### config.mk
export PLATFORM = sky130hd
export DESIGN_NAME = fifo_wb_writer_flat
export DESIGN_NICKNAME = d
export VERILOG_FILES = /design/src/rtl/fifo_wb_writer_if.sv /design/src/rtl/fifo_wb_writer.sv /design/src/flat_wrapper.sv
export SDC_FILE = /design/constraint.sdc
export NUM_CORES = 1
export LEC_CHECK = 0
export CAP_MARGIN = 5
export CORE_AREA = 3 3 112 114
export DETAILED_ROUTE_END_ITERATION = 10
export DIE_AREA = 0 0 115 117
export PLACE_DENSITY = 0.91
export SLEW_MARGIN = 20
export SYNTH_ARGS = -nofsm -noshare
export SYNTH_HDL_FRONTEND = slang
export SYNTH_SLANG_ARGS = --single-unit
### constraint.sdc
create_clock -name clk -period 5.85 [get_ports clk]
set_input_delay 0.8775 -clock clk [delete_from_list [all_inputs] [get_ports clk]]
set_output_delay 0.8775 -clock clk [all_outputs]
set_load 0.005 [all_outputs]
### src/rtl/fifo_wb_writer_if.sv
// -----------------------------------------------------------------------------
// fifo_wb_writer_if
// Wishbone master-side bundle for fifo_wb_writer.
//
// Signals:
//   wb_cyc_o  - bus cycle in progress
//   wb_stb_o  - strobe, a transfer is offered
//   wb_we_o   - write enable
//   wb_adr_o  - 32-bit byte address
//   wb_dat_o  - write data
//   wb_sel_o  - byte selects
//   wb_cti_o  - cycle type identifier
//   wb_ack_i  - slave acknowledge
//
// Modports: master (the writer) and slave (memory / bus fabric).
// -----------------------------------------------------------------------------
interface fifo_wb_writer_if #(
    parameter int DATA_SIZE = 32
);
    logic                 wb_cyc_o;
    logic                 wb_stb_o;
    logic                 wb_we_o;
    logic [31:0]          wb_adr_o;
    logic [DATA_SIZE-1:0] wb_dat_o;
    logic [3:0]           wb_sel_o;
    logic [2:0]           wb_cti_o;
    logic                 wb_ack_i;

    modport master (
        output wb_cyc_o, wb_stb_o, wb_we_o, wb_adr_o, wb_dat_o, wb_sel_o, wb_cti_o,
        input  wb_ack_i
    );

    modport slave (
        input  wb_cyc_o, wb_stb_o, wb_we_o, wb_adr_o, wb_dat_o, wb_sel_o, wb_cti_o,
        output wb_ack_i
    );
endinterface

### src/rtl/fifo_wb_writer.sv
// -----------------------------------------------------------------------------
// fifo_wb_writer
// Drains an upstream synchronous-read FIFO into a frame buffer over Wishbone.
// Whenever the FIFO holds a full pack of NB_PACK words, one burst of NB_PACK
// single-word writes is issued at consecutive 32-bit addresses. Each word takes
// a LOAD cycle (FIFO read latency) and at least one WRITE cycle.
// Addressing restarts at base_addr on frame_start or after FRAME_WORDS words.
//
// Parameters:
//   DATA_SIZE   - data word width (32)
//   NB_PACK     - words per burst
//   FRAME_WORDS - words per video frame
//
// Ports:
//   clk, nRST          - clock, asynchronous active-low reset
//   fifo_data          - FIFO head word (valid one cycle after a pop)
//   nb_pack_available  - FIFO holds at least NB_PACK words
//   r_ack              - pop strobe, same cycle as the Wishbone acknowledge
//   base_addr          - frame buffer byte address
//   frame_start        - restart addressing at base_addr
//   wb                 - Wishbone master bundle (fifo_wb_writer_if.master)
//   busy               - burst in progress
//   frame_done         - pulse on the acknowledge of the last frame word
//
// Build option: define BURST_CTI_EN to emit incrementing-burst cycle type
// tags (3'b010, 3'b111 on the last word); otherwise wb_cti_o is 3'b000.
// -----------------------------------------------------------------------------
module fifo_wb_writer #(
    parameter int DATA_SIZE   = 32,
    parameter int NB_PACK     = 16,
    parameter int FRAME_WORDS = 76800
) (
    input  logic                 clk,
    input  logic                 nRST,
    input  logic [DATA_SIZE-1:0] fifo_data,
    input  logic                 nb_pack_available,
    output logic                 r_ack,
    input  logic [31:0]          base_addr,
    input  logic                 frame_start,
    fifo_wb_writer_if.master     wb,
    output logic                 busy,
    output logic                 frame_done
);

    localparam int WCW = $clog2(NB_PACK + 1);
    localparam int FCW = $clog2(FRAME_WORDS + 1);
    localparam logic [WCW-1:0] NB_LAST    = WCW'(NB_PACK - 1);
    localparam logic [FCW-1:0] FRAME_LAST = FCW'(FRAME_WORDS - 1);

    typedef enum logic [1:0] {
        IDLE  = 2'd0,
        LOAD  = 2'd1,
        WRITE = 2'd2
    } state_t;

    state_t         state;
    logic [WCW-1:0] word_cnt;
    logic [FCW-1:0] frame_cnt;
    logic           start_pend;
    logic [31:0]    pend_base;

    logic ack_word;
    logic last_in_burst;
    logic last_in_frame;

    assign ack_word      = (state == WRITE) && wb.wb_ack_i;
    assign last_in_burst = (word_cnt == NB_LAST);
    assign last_in_frame = (frame_cnt == FRAME_LAST);

    // The pop must coincide with the acknowledge so the FIFO head advances
    // exactly once per written word.
    assign r_ack      = ack_word;
    assign frame_done = ack_word && last_in_frame;

`ifdef BURST_CTI_EN
    assign wb.wb_cti_o = (state != WRITE) ? 3'b000 :
                         (last_in_burst   ? 3'b111 : 3'b010);
`else
    assign wb.wb_cti_o = 3'b000;
`endif

    always_ff @(posedge clk or negedge nRST) begin
        if (!nRST) begin
            state       <= IDLE;
            word_cnt    <= '0;
            frame_cnt   <= '0;
            start_pend  <= 1'b0;
            pend_base   <= '0;
            busy        <= 1'b0;
            wb.wb_cyc_o <= 1'b0;
            wb.wb_stb_o <= 1'b0;
            wb.wb_we_o  <= 1'b0;
            wb.wb_adr_o <= '0;
            wb.wb_dat_o <= '0;
            wb.wb_sel_o <= 4'h0;
        end else begin
            // A frame_start seen mid-burst is remembered, together with the
            // base address present at that moment, until the burst ends.
            if (frame_start && state != IDLE) begin
                start_pend <= 1'b1;
                pend_base  <= base_addr;
            end

            case (state)
                IDLE: begin
                    if (frame_start) begin
                        wb.wb_adr_o <= base_addr;
                        frame_cnt   <= '0;
                    end
                    if (nb_pack_available) begin
                        state       <= LOAD;
                        word_cnt    <= '0;
                        busy        <= 1'b1;
                        wb.wb_cyc_o <= 1'b1;
                    end
                end

                LOAD: begin
                    wb.wb_dat_o <= fifo_data;
                    wb.wb_stb_o <= 1'b1;
                    wb.wb_we_o  <= 1'b1;
                    wb.wb_sel_o <= 4'hF;
                    state       <= WRITE;
                end

                WRITE: begin
                    if (wb.wb_ack_i) begin
                        wb.wb_stb_o <= 1'b0;
                        wb.wb_we_o  <= 1'b0;
                        wb.wb_sel_o <= 4'h0;
                        word_cnt    <= word_cnt + WCW'(1);
                        if (last_in_frame) begin
                            wb.wb_adr_o <= base_addr;
                            frame_cnt   <= '0;
                        end else begin
                            wb.wb_adr_o <= wb.wb_adr_o + 32'd4;
                            frame_cnt   <= frame_cnt + FCW'(1);
                        end
                        if (last_in_burst) begin
                            state       <= IDLE;
                            busy        <= 1'b0;
                            wb.wb_cyc_o <= 1'b0;
                            // A pending restart overrides the frame wrap, so
                            // both together still produce a single reload.
                            if (start_pend || frame_start) begin
                                wb.wb_adr_o <= frame_start ? base_addr : pend_base;
                                frame_cnt   <= '0;
                                start_pend  <= 1'b0;
                            end
                        end else begin
                            state <= LOAD;
                        end
                    end
                end

                default: state <= IDLE;
            endcase
        end
    end

endmodule

### src/flat_wrapper.sv
// flat-port wrapper written by rule: the top's interface ports become plain ports
module fifo_wb_writer_flat 
#(
    parameter int DATA_SIZE   = 32,
    parameter int NB_PACK     = 16,
    parameter int FRAME_WORDS = 76800
)
  (clk, nRST, fifo_data, nb_pack_available, r_ack, base_addr, frame_start, busy, frame_done, wb_wb_cyc_o, wb_wb_stb_o, wb_wb_we_o, wb_wb_adr_o, wb_wb_dat_o, wb_wb_sel_o, wb_wb_cti_o, wb_wb_ack_i);
  fifo_wb_writer_if #(.DATA_SIZE(DATA_SIZE)) wb_i ();
  input  logic clk;
  input  logic nRST;
  input  logic [DATA_SIZE-1:0] fifo_data;
  input  logic nb_pack_available;
  output logic r_ack;
  input  logic [31:0] base_addr;
  input  logic frame_start;
  output logic busy;
  output logic frame_done;
  output wire logic [$bits(wb_i.wb_cyc_o)-1:0] wb_wb_cyc_o;
  output wire logic [$bits(wb_i.wb_stb_o)-1:0] wb_wb_stb_o;
  output wire logic [$bits(wb_i.wb_we_o)-1:0] wb_wb_we_o;
  output wire logic [$bits(wb_i.wb_adr_o)-1:0] wb_wb_adr_o;
  output wire logic [$bits(wb_i.wb_dat_o)-1:0] wb_wb_dat_o;
  output wire logic [$bits(wb_i.wb_sel_o)-1:0] wb_wb_sel_o;
  output wire logic [$bits(wb_i.wb_cti_o)-1:0] wb_wb_cti_o;
  input wire logic [$bits(wb_i.wb_ack_i)-1:0] wb_wb_ack_i;
  assign wb_wb_cyc_o = wb_i.wb_cyc_o;
  assign wb_wb_stb_o = wb_i.wb_stb_o;
  assign wb_wb_we_o = wb_i.wb_we_o;
  assign wb_wb_adr_o = wb_i.wb_adr_o;
  assign wb_wb_dat_o = wb_i.wb_dat_o;
  assign wb_wb_sel_o = wb_i.wb_sel_o;
  assign wb_wb_cti_o = wb_i.wb_cti_o;
  assign wb_i.wb_ack_i = wb_wb_ack_i;
  fifo_wb_writer #(.DATA_SIZE(DATA_SIZE), .NB_PACK(NB_PACK), .FRAME_WORDS(FRAME_WORDS)) u_core (.clk(clk), .nRST(nRST), .fifo_data(fifo_data), .nb_pack_available(nb_pack_available), .r_ack(r_ack), .base_addr(base_addr), .frame_start(frame_start), .wb(wb_i), .busy(busy), .frame_done(frame_done));
endmodule
* Word-level counts from Yosys, hierarchy flattened *
Index checks and enable logic that the tools add are counted.
Widths: inputs -> output; s select.

word-level totals
  word-level logic and storage cells = 67
  register bits = 127
  output and inout bits = 77

operators by class
  multiplexer cells = 33
  reductions and logical operators = 13
  $add $sub $neg = 3
  equality and inequality tests = 8

operator list
  cell                   count
  $mux 32                6
  $mux 17                5
  $pmux 32 s2            1
  $pmux 17 s2            1
  $add 32x3->32 const B  1
  $add 17x1->17 const B  1
  $eq 17x17->1 const B   1
  $mux 1                 10
  $mux 5                 2
  $pmux 5 s2             1
  $pmux 4 s2             1
  $ne 2x2->1 const B     3
  $pmux 2 s3             1
  $reduce_and 3->1       2
  $reduce_bool 2->1      3
  $add 5x1->5 const B    1
  $eq 5x4->1 const B     1
  $mux 2                 2
  $mux 4                 1
  $pmux 1 s2             2
  $reduce_and 2->1       2
  $reduce_and 4->1       1
  $logic_and 1x1->1      3
  $eq 2x1->1 const B     1
  other kinds (4)        4

* Logic depth before layout (Yosys ltp) *
  depth in word-level cells = 7
  depth in mapped cells = 11
  depth with buffers taken out = 9

* Worst setup path before layout *
Ideal clock, no wire load.

  path type = input -> register
  start point = input port frame_start
  end point = register u_core.wb.wb_adr_o[22]
  path buffers = 3
  data arrival time = 2404 ps
  cell stages on the path = 7
  slack = 3320 ps
  path through = buf_2 o21ai_1 nand4_2 and3_1 clkbuf_1 buf_6 a221o_1

on the way
  longest elaborated chain between the ends = 5
  elaborated cells between the ends (all ways) = 8

ends and longest elaborated chain
  element                                             line                                          source
  start, declared                                     flat_wrapper.sv:16                            input logic frame_start;
  $mux 32 / $logic_or 1x1->1 (equally long branches)  fifo_wb_writer.sv:146, fifo_wb_writer.sv:145
  $mux 32                                             fifo_wb_writer.sv:145                         if (start_pend || frame_start) begin
  $mux 32                                             fifo_wb_writer.sv:139                         if (last_in_burst) begin
  $mux 32                                             fifo_wb_writer.sv:127                         if (wb.wb_ack_i) begin
  $pmux 32 s2                                         fifo_wb_writer.sv:104                         case (state)
  end signal, assigned                                fifo_wb_writer.sv:107                         wb.wb_adr_o <= base_addr;
  end signal, assigned                                fifo_wb_writer.sv:133                         wb.wb_adr_o <= base_addr;
  end signal, assigned                                fifo_wb_writer.sv:146                         wb.wb_adr_o <= frame_start ? base_addr : pend_base;
  end, declared                                       fifo_wb_writer_if.sv:30                       output wb_cyc_o, wb_stb_o, wb_we_o, wb_adr_o, wb_dat_o, wb_sel_o, wb_cti_o,

Several ways; a longest one is shown, not always the timed one. The select of a mux whose other input is x is not followed.
A chain may end at the register's enable or synchronous reset.

* Worst setup path in the final report *
  start point = register u_core.state[1]
  end point = output port r_ack

on the way
  longest elaborated chain between the ends = 2

ends and longest elaborated chain
  element                 line                   source
  start, declared         fifo_wb_writer.sv:56   state_t state;
  start signal, assigned  fifo_wb_writer.sv:84   state <= IDLE;
  start signal, assigned  fifo_wb_writer.sv:111  state <= LOAD;
  start signal, assigned  fifo_wb_writer.sv:123  state <= WRITE;
  $eq 2x2->1              fifo_wb_writer.sv:66   assign ack_word = (state == WRITE) && wb.wb_ack_i;
  $logic_and 1x1->1       fifo_wb_writer.sv:66
  end, declared           flat_wrapper.sv:14     output logic r_ack;

No other way between the ends.

==> results.toml <==
[run_status]
outcome = "completed"

[worst_setup_path]
crit_path_cell_trace = "inv_1 > nor2_1 > nand2_1 > clkinv_1 > clkdlybuf4s50_1"
cp_data_arrival_time_ps = 2900
slowest_delay_ps = 610
crit_slowest_cell = "dfrtp_1"
startpoint_kind_of_the_worst_setup_timing_path = "flop"
critical_path_required_ps = 4970
critPathMaxFanout = 12
timing.critical_path.to_type = "output port"
timing.setup.critical_path_class = "flop to output port"

[cells_and_area]
area.growth.synth_to_final_pct = 31.9
fillCellCount = 769
nets = 805
multi_input_comb_area_sq_um = 2940
storage_cell_area_sq_um = 3080
final_layout_size_suffix_gt1_share_pct = 17.1
insertedDiodeCount = 0

[drt]
ant_nets = 0
via_to_cell_ratio = 6.50
postRouteWirelength_mm = 18.7
dr.first_iter.drc_count = 762
drt_wl_cell_um = 21.1
detailedRoute.firstPassIterationCount = 5
num_vias = 5750
residual_drc_count = 0

[synthesis]
synth_warnings = 0
synthDistinctLibCells = 68
share_of_async_settable_or_async_resettable_flops_after_synthesis_pct = 100
synth-main-ff-cell = "dfrtp_1"
synth_edf_count = 0
syn_avg_cell_area_sq_um = 10.3
synth.ff_latch_count = 123
ys_seq_area_share_pct = 49.1
netlist_area_sq_um = 6270
synth_cells = 606

[sta]
period_share_pct = 64.5
setup_skew_after_layout_ps = 11.9
timing.slew.headroom_pct = 28.0
maxSlewViolCount = 0
setup_viol_count_final = 0
finalHoldViolations = 0
max_clock_freq_mhz = 265
whs_ps = 506
final.setup.tns_ps = 0
rsz0062_at_grt = "no"
timing_worst_slew_pin_value_ps = 1080
period_minus_slack_ps = 3770

[global_route]
groute.usage.overall_pct = 28.4
grt_first_pass_wirelength_mm = 29.6
number_of_global_route_vias_before_repair = 5895
grt_antenna_before_repair = 0
overflow = 0
grt_start_max_net_pins = 78

[pwr]
power_density_nw_per_um2 = 524
vdd_drop_max_v = 0.000317
power_leakage_nw = 3.29
total_power_consumption_of_the_routed_design_mw = 4.33

[run]
max_cap_viol_count = 0

[cts]
post_cts_buffers = 0
clock_sinks = 123
worst_case_clock_buffer_depth = 2
cts.reportedPaths.clkPinSlew_ps = 60
hold_buffers = 0
post_cts_sizing_count = 0
cts_made_buffers = 17
clock_tree_from_tritoncts = "yes"
cts_root_buffer = "clkbuf_16"
cts_htree_levels = 4
clkLatencyLatePin_ps = 420

[floorplanning]
starting_density_of_the_core_pct = 54.4
fp.dieArea_sq_um = 13500
floorplan_core_area_sq_um = 11500
num_io_pins = 146
std_cell_rows = 39
fp.dieH_um = 117
fp.dieW_um = 115

[placement]
place_congestion = 0.891
placement.io_buffers = 142
dp_hpwl_mm = 12.5

[worst_hold_path]
holdCritPathClass = "flop to flop"
==> placed cells by master, fill, tap and decap left out, drive strengths merged, types with 4 or more instances in the layout <==
cell,instances
inv,11
a21oi,38
o21ai,39
mux2,64
nor2b,5
nand3,23
ha,4
a211oi,4
clkdlybuf4s50,141
nor3,13
a22o,5
o22ai,26
or2,4
nor2,38
nand4,17
a31oi,12
buf,7
clkbuf,21
xnor2,6
o221a,6
or4,4
and3,7
nand2b,5
dfrtp,123
clkinv,5
nor4,9
nand2,58
==> logic make-up (layout without fill, tap and decap cells) <==
| group | count (synthesis) | count (layout) | synth area share, % |
|---|---|---|---|
| fa+ha+maj | 4 | 4 | 0.798 |
| compound gates | 158 | 158 | 16.5 |
| buf+inv | 55 | 189 | 4.27 |
| xor+xnor | 9 | 9 | 1.26 |
| other cells | 1 | 3 | 0.0598 |
| mux | 67 | 67 | 12.0 |
| simple gates | 189 | 189 | 16.1 |
| flops | 123 | 123 | 49.1 |
==> through the flow <==
step	cell area, sq um	instances	setup slack (ps)	utilization (%)
3_5_place_dp	7710	856	2380	66.9
3_3_place_gp	7710	856	2450	66.9
4_1_cts	8270	885	2190	71.8
6_report	8270	885	2080	71.8
2_1_floorplan	6280	608	3320	-
5_1_grt	8270	885	2010	71.8
==> worst paths after layout <==
kind                                        from                endpoint  slack, ps  cells after the start
max in group asynchronous                   nRST     u_core.frame_cnt[0]       4070                      2
hold reg to reg            u_core.wb.wb_dat_o[8]   u_core.wb.wb_dat_o[8]        510                      1
setup / recovery                 u_core.state[1]                   r_ack       2080                      5
hold / removal             u_core.wb.wb_dat_o[8]   u_core.wb.wb_dat_o[8]        510                      1
min in group asynchronous                   nRST  u_core.wb.wb_dat_o[12]        610                      1
setup reg to reg              u_core.word_cnt[1]   u_core.wb.wb_adr_o[5]       2750                      9
==> synth_stat cells (all sizes together), types with 3 or more instances <==
| cell | n | area share (%) |
|---|---|---|
| dfrtp | 123 | 49 |
| mux2 | 64 | 11 |
| nand2 | 58 | 3.5 |
| o21ai | 39 | 3.4 |
| a21oi | 38 | 3.0 |
| nor2 | 38 | 2.3 |
| o22ai | 26 | 2.6 |
| clkbuf | 24 | 1.5 |
| nand3 | 23 | 1.9 |
| buf | 19 | 2.1 |
| nand4 | 17 | 2.4 |
| nor3 | 13 | 1.2 |
| a31oi | 12 | 1.2 |
| inv | 11 | 0.66 |
| nor4 | 9 | 1.5 |
| and3 | 7 | 0.70 |
| o221a | 6 | 1.1 |
| xnor2 | 6 | 0.84 |
| a22o | 5 | 0.70 |
| nand2b | 5 | 0.50 |
| nor2b | 5 | 0.50 |
| a211oi | 4 | 0.48 |
| ha | 4 | 0.80 |
| or2 | 4 | 0.40 |
| or4 | 4 | 0.54 |
| mux2i | 3 | 0.48 |
| o211ai | 3 | 0.52 |
| o221ai | 3 | 0.42 |
| o31ai | 3 | 0.36 |
| xor2 | 3 | 0.42 |
==> power by group <==
part           switching, mW  leakage, nW  total, mW  internal [mW]
sequential             0.376         1.48       1.60           1.22
clock                  0.366        0.276       1.01          0.649
combinational          0.764         1.54       1.72          0.955
total                   1.51         3.29       4.33           2.82
==> per-layer routing <==
metal	vias to the layer above	wire length, um	global-route usage [%]
met2	360	9540	47.3
met1	2831	6820	33.5
li1	2478	-	-
met4	0	806	17.0
met5	-	0	0
met3	81	1540	6.89
==> state kept, by name, indices dropped and copies added (netlist names) <==
signal / count
u_core.wb.wb_cyc_o: 1
u_core.wb.wb_adr_o: 32
u_core.frame_cnt: 17
u_core.pend_base: 32
u_core.wb.wb_dat_o: 32
u_core.state: 2
u_core.wb.wb_sel_o: 1
u_core.word_cnt: 5
u_core.start_pend: 1
==> area by class of cell <==
class	instances	share of cell area, %
Clock inverter	8	1.15
Sequential cell	123	37.2
Timing Repair Buffer	148	17.7
Tap cell	143	2.16
Inverter	12	0.545
Multi-Input combinational cell	430	35.5
Clock buffer	21	5.69
==> critical path, delay by kind of cell (launching register included) <==
family,cells,cell delay (ps)
buf+inv,3,990
flops,1,610
simple gates,2,870
Power figures use the tool's default switching activity.
